**src/rtl/multi_channel_receive_queue.sv**
```systemverilog
// Per-channel fall-through receive FIFOs, round-robin arbitrated onto a single tagged mailbox stream.
// Optional build macro RECEIVE_QUEUE_STALL_COUNTERS_EN adds per-channel saturating stall counters.
//
// state     | meaning
// ST_OPEN   | grant chosen by round-robin scan from rr_ptr each cycle
// ST_LOCKED | offered entry was stalled; grant held in lock_ch until it pops
module multi_channel_receive_queue #(
  parameter int NUM_CHANNELS = 2,
  parameter int DEPTH        = 4,
  parameter int DATA_WIDTH   = 64,
  localparam int CH_W  = (NUM_CHANNELS > 1) ? $clog2(NUM_CHANNELS) : 1,
  localparam int PTR_W = $clog2(DEPTH),
  localparam int CNT_W = PTR_W + 1
) (
  input  logic                             clk,
  input  logic                             rst,
  input  logic                             flush,
  input  logic [NUM_CHANNELS-1:0]          in_valid,
  output logic [NUM_CHANNELS-1:0]          in_ready,
  input  logic [NUM_CHANNELS*DATA_WIDTH-1:0] in_data,
  output logic                             out_valid,
  input  logic                             out_ready,
  output logic [DATA_WIDTH-1:0]            out_data,
  output logic [CH_W-1:0]                  out_channel,
  output logic [NUM_CHANNELS*CNT_W-1:0]    usage
`ifdef RECEIVE_QUEUE_STALL_COUNTERS_EN
  ,output logic [NUM_CHANNELS*16-1:0]      stall_count
`endif
);

  typedef enum logic {ST_OPEN, ST_LOCKED} state_t;

  state_t                state, state_nxt;
  logic [CH_W-1:0]       lock_ch, lock_ch_nxt;
  logic [CH_W-1:0]       rr_ptr, rr_ptr_nxt;
  logic [CH_W-1:0]       grant;

  logic [DATA_WIDTH-1:0] mem    [NUM_CHANNELS][DEPTH];
  logic [PTR_W-1:0]      wr_ptr [NUM_CHANNELS];
  logic [PTR_W-1:0]      rd_ptr [NUM_CHANNELS];
  logic [CNT_W-1:0]      count  [NUM_CHANNELS];
  logic [DATA_WIDTH-1:0] head   [NUM_CHANNELS];

  logic [NUM_CHANNELS-1:0] full, push, pop, cand;
  logic                    fire;

  // An empty channel exposes its incoming word directly so it can leave the same cycle.
  always_comb begin
    full     = '0;
    in_ready = '0;
    push     = '0;
    cand     = '0;
    for (int i = 0; i < NUM_CHANNELS; i++) begin
      full[i]     = (count[i] == CNT_W'(DEPTH));
      in_ready[i] = ~full[i] & ~flush;
      push[i]     = in_valid[i] & in_ready[i];
      cand[i]     = (count[i] != '0) | push[i];
      head[i]     = (count[i] == '0) ? in_data[i*DATA_WIDTH +: DATA_WIDTH]
                                     : mem[i][rd_ptr[i]];
    end
  end

  always_comb begin : arb
    int   idx;
    logic found;
    idx   = 0;
    found = 1'b0;
    grant = '0;
    if (state == ST_LOCKED) begin
      grant = lock_ch;
    end else begin
      for (int k = 0; k < NUM_CHANNELS; k++) begin
        idx = int'(rr_ptr) + k;
        if (idx >= NUM_CHANNELS) idx = idx - NUM_CHANNELS;
        if (!found && cand[idx]) begin
          found = 1'b1;
          grant = CH_W'(idx);
        end
      end
    end
  end

  always_comb begin
    out_valid   = (|cand) & ~flush;
    fire        = out_valid & out_ready;
    out_data    = out_valid ? head[grant] : '0;
    out_channel = out_valid ? grant : '0;
    pop         = '0;
    for (int i = 0; i < NUM_CHANNELS; i++) begin
      pop[i] = fire & (grant == CH_W'(i));
    end
  end

  always_comb begin
    state_nxt   = state;
    lock_ch_nxt = lock_ch;
    rr_ptr_nxt  = rr_ptr;
    if (flush) begin
      state_nxt  = ST_OPEN;
      rr_ptr_nxt = '0;
    end else if (fire) begin
      state_nxt  = ST_OPEN;
      rr_ptr_nxt = (int'(grant) == NUM_CHANNELS - 1) ? '0 : grant + 1'b1;
    end else if (out_valid) begin
      state_nxt   = ST_LOCKED;
      lock_ch_nxt = grant;
    end
  end

  always_ff @(posedge clk or posedge rst) begin
    if (rst) begin
      state   <= ST_OPEN;
      lock_ch <= '0;
      rr_ptr  <= '0;
    end else begin
      state   <= state_nxt;
      lock_ch <= lock_ch_nxt;
      rr_ptr  <= rr_ptr_nxt;
    end
  end

  always_ff @(posedge clk or posedge rst) begin
    if (rst) begin
      for (int i = 0; i < NUM_CHANNELS; i++) begin
        wr_ptr[i] <= '0;
        rd_ptr[i] <= '0;
        count[i]  <= '0;
      end
    end else if (flush) begin
      for (int i = 0; i < NUM_CHANNELS; i++) begin
        wr_ptr[i] <= '0;
        rd_ptr[i] <= '0;
        count[i]  <= '0;
      end
    end else begin
      for (int i = 0; i < NUM_CHANNELS; i++) begin
        if (push[i]) wr_ptr[i] <= wr_ptr[i] + 1'b1;
        if (pop[i])  rd_ptr[i] <= rd_ptr[i] + 1'b1;
        case ({push[i], pop[i]})
          2'b10:   count[i] <= count[i] + 1'b1;
          2'b01:   count[i] <= count[i] - 1'b1;
          default: count[i] <= count[i];
        endcase
      end
    end
  end

  // Storage needs no reset; occupancy alone decides what is valid.
  always_ff @(posedge clk) begin
    for (int i = 0; i < NUM_CHANNELS; i++) begin
      if (push[i]) mem[i][wr_ptr[i]] <= in_data[i*DATA_WIDTH +: DATA_WIDTH];
    end
  end

  always_comb begin
    usage = '0;
    for (int i = 0; i < NUM_CHANNELS; i++) begin
      usage[i*CNT_W +: CNT_W] = count[i];
    end
  end

`ifdef RECEIVE_QUEUE_STALL_COUNTERS_EN
  // Flush does not clear these: they accumulate back-pressure history, including flush refusals.
  always_ff @(posedge clk or posedge rst) begin
    if (rst) begin
      stall_count <= '0;
    end else begin
      for (int i = 0; i < NUM_CHANNELS; i++) begin
        if (in_valid[i] & ~in_ready[i] & (stall_count[i*16 +: 16] != 16'hFFFF))
          stall_count[i*16 +: 16] <= stall_count[i*16 +: 16] + 16'd1;
      end
    end
  end
`endif

endmodule

```
**config.mk**
```make
export PLATFORM = sky130hd
export DESIGN_NAME = multi_channel_receive_queue
export DESIGN_NICKNAME = d
export VERILOG_FILES = /design/src/rtl/multi_channel_receive_queue.sv
export SDC_FILE = /design/constraint.sdc
export NUM_CORES = 1
export LEC_CHECK = 0
export CORE_MARGIN = 10
export CORE_UTILIZATION = 62
export CTS_BUF_LIST = sky130_fd_sc_hd__clkbuf_8 sky130_fd_sc_hd__clkbuf_16
export CTS_CLUSTER_SIZE = 14
export DETAILED_ROUTE_END_ITERATION = 10
export PLACE_DENSITY = 0.85
export SLEW_MARGIN = 20
export SYNTH_ARGS = -nofsm -noshare
export SYNTH_HDL_FRONTEND = slang
export SYNTH_SLANG_ARGS = --single-unit
```
**constraint.sdc**
```tcl
create_clock -name clk -period 9.1 [get_ports clk]
set_input_delay 2.275 -clock clk [delete_from_list [all_inputs] [get_ports clk]]
set_output_delay 2.275 -clock clk [all_outputs]
set_load 0.005 [all_outputs]
```
==> run summary <==
Status = finished, final reports clean
All-Layer GR Usage = 0.2256
Pre-CTS setup slack = 1.356 ns
PortBufs = 207
# fillers = 1,995
Final setup fails = 0
Max Fclk = 0.1288 GHz
Worst Hold Depth = 2
Syn Inst Count = 1,105
Final HPWL DP = 27,850 µm
Top cell type's share of synthesized area = 0.7030
Routed Antenna Nets = 0
TritonCTS clock tree = built
CTS Hold Buffers Added = 0
GPL Wtd Cong = 0.8099
MaxCap Viol Count = 0
First-pass DRT Iterations = 5
Startpoint Class = input pin
DRT Wirelength = 48,970 µm
Worst-path fanout max = 89
GR Util met2 = 0.3722
Clk sinks = 529
Yosys warning count = 0
Max-slew violation count = 0
Worst Hold Slack = 0.5816 ns
Clock Skew = 0.01277 ns
Placed insts = 1,704
Worst slew margin = 0.2550
Core footprint = 0.03471 mm²
TritonCTS buffer count = 51
Row Count = 68
M3 GR Usage = 0.04618
Fin Setup TNS = 0 ns
Overall Power = 7139 µW
Hold Path Class = reg -> reg
CTS H-tree depth = 2
Sequential-to-total area share from yosys stat = 0.7225
CTS Buffer Depth = 3
Setup Buffers After CTS = 0
Critical path class = in -> out
Synthesized flop and latch total = 529
Syn_area_per_cell = 19.79 µm²
Grt ovf = 0
Layout cells sized above 1 = 0.1703
Post-synth top flop = edfxtp_1
Cell taking the most area after synthesis = edfxtp_1
Hold Fails Final Rpt = 0
Post-synth ARST share = 0.03214
Worst endpoint required time = 6.83 ns
First-pass GRT wire length = 76,190 µm
Netlist cell types = 43
Area contributors post-synth = edfxtp_1 70%, mux4_2 13%, a211oi_1 4.4%
Die H = 207.8 µm
Initial antenna violation count = 4
Skew-Pair Late Insertion Delay = 0.56 ns
EDFF count, synth = 512
Max VDD drop = 0.2520 mV
IO Pins = 208
Data arrival, critical path = 5.49 ns
Vias per inst = 6.524
Die area = 0.04319 mm²
Routed WL per cell = 27.24 µm
RSZ-0062 raised after global routing = no
Initial DRC Count = 938
Syn_nets = 1,249
Commonest non-fill, non-tap cell in the layout = edfxtp_1
Die width = 207.8 µm
Lkg Pwr = 0.008272 µW
Post-CTS sizing = 0
Period utilization = 0.8535
Root Driver = clkbuf_16
Crit end category = output port
Crit path time final = 7.767 ns
Area Overhead vs Synth = 18.44%
Clock-pin slew on the worst setup and hold paths = 0.06 ns
Synthesized cell area = 0.02187 mm²
Pin count of the biggest net entering global routing = 134
Fin nets = 1,447
Post-Layout Cell Count = 1,798
Worst setup margin = 1.333 ns
Via count = 11,730
Worst reg2reg path depth = 8
Initial Utilization = 0.6300
Leading cell types in the layout, fill and taps excluded = 512 x edfxtp_1, 207 x clkdlybuf4s50_1, 129 x a211oi_1
Pwr/cell area = 275.6 mW/mm²
Worst-margin pin slew = 1.117 ns
Vias in the first global route = 12,640
Met1 usage = 0.2975
Drt drc = 0
Busiest layer in global routing = met2
==> state kept, by name, indices dropped and copies added, names as in the netlist <==
register	flops
lock_ch	1
mem	512
rd_ptr	4
rr_ptr	1
state	1
usage	6
wr_ptr	4
==> power breakdown <==
group	total (µW)	internal, µW	switching, µW
Combinational	2180	1020	1150
Sequential	2990	2860	125
Clock	1970	1130	845
Total	7140	5020	2120
==> area by class of cell <==
cell class / count / area [µm²] / share of cell area
clock inverters: 36 / 240.2 / 0.009274
multi-input cells: 492 / 5697 / 0.2199
clock buffers: 53 / 1326 / 0.05120
repair buffers: 219 / 2207 / 0.08521
well taps: 455 / 569.3 / 0.02198
diodes: 4 / 10.01 / 0.0003864
flip-flops and latches: 529 / 15820 / 0.6106
inverters: 10 / 37.54 / 0.001449
==> critical path: stages <==
cell and delay (ns):
clkdlybuf4s50_1 0.97, nand2b_1 0.28, a21oi_2 0.13, o21ai_4 0.23, buf_12 0.33, a211oi_1 0.12, a211oi_1 0.40, clkdlybuf4s50_1 0.59
==> cell families after synthesis <==
family                     count (synthesis)  synth area share
AOI/OAI and AO/OA                        161           0.05584
xor gates and xnor gates                   7          0.002803
adders and majority gates                 10          0.006408
buffers and inverters                     84           0.01842
DFF                                      529            0.7225
muxes                                    195            0.1625
and+or+nand+nor                          119           0.03152
==> synth_stat cells (all sizes together) (2+ instances only) <==
master / number
o31ai: 2
a211o: 3
nand2b: 2
nand2: 17
clkbuf: 27
dfrtp: 17
nor3: 4
nand3: 3
inv: 10
a31oi: 3
nor2b: 68
and2: 8
mux2i: 66
edfxtp: 512
mux4: 128
ha: 8
fa: 2
a211oi: 129
nor2: 14
xnor2: 4
buf: 47
a21boi: 2
o21ai: 5
a21oi: 9
xor2: 3
==> layer usage <==
layer  up-vias  part of all wire
li1       5008                 -
met1      6115              0.41
met2       518              0.50
met3        88             0.072
met4         2             0.024
met5         -           0.00027
==> through the flow <==
step / utilization / area [µm²]
6_report: 0.7462 / 25900
5_1_grt: 0.7460 / 25900
4_1_cts: 0.7451 / 25860
3_5_place_dp: 0.7000 / 24300
3_3_place_gp: 0.7000 / 24300
2_1_floorplan: - / 21870
==> final timing paths <==
check,from,endpoint,slack (ns)
worst max-delay path,flush,out_data[8],1.33
worst min-delay path,lock_ch,lock_ch,0.58
worst max register to register,usage[3],usage[2],5.77
worst min register to register,lock_ch,lock_ch,0.58
max in group asynchronous,rst,rd_ptr[1],6.44
min in group asynchronous,rst,rd_ptr[0],2.13
No activity file was read; power rests on OpenSTA's default activity.
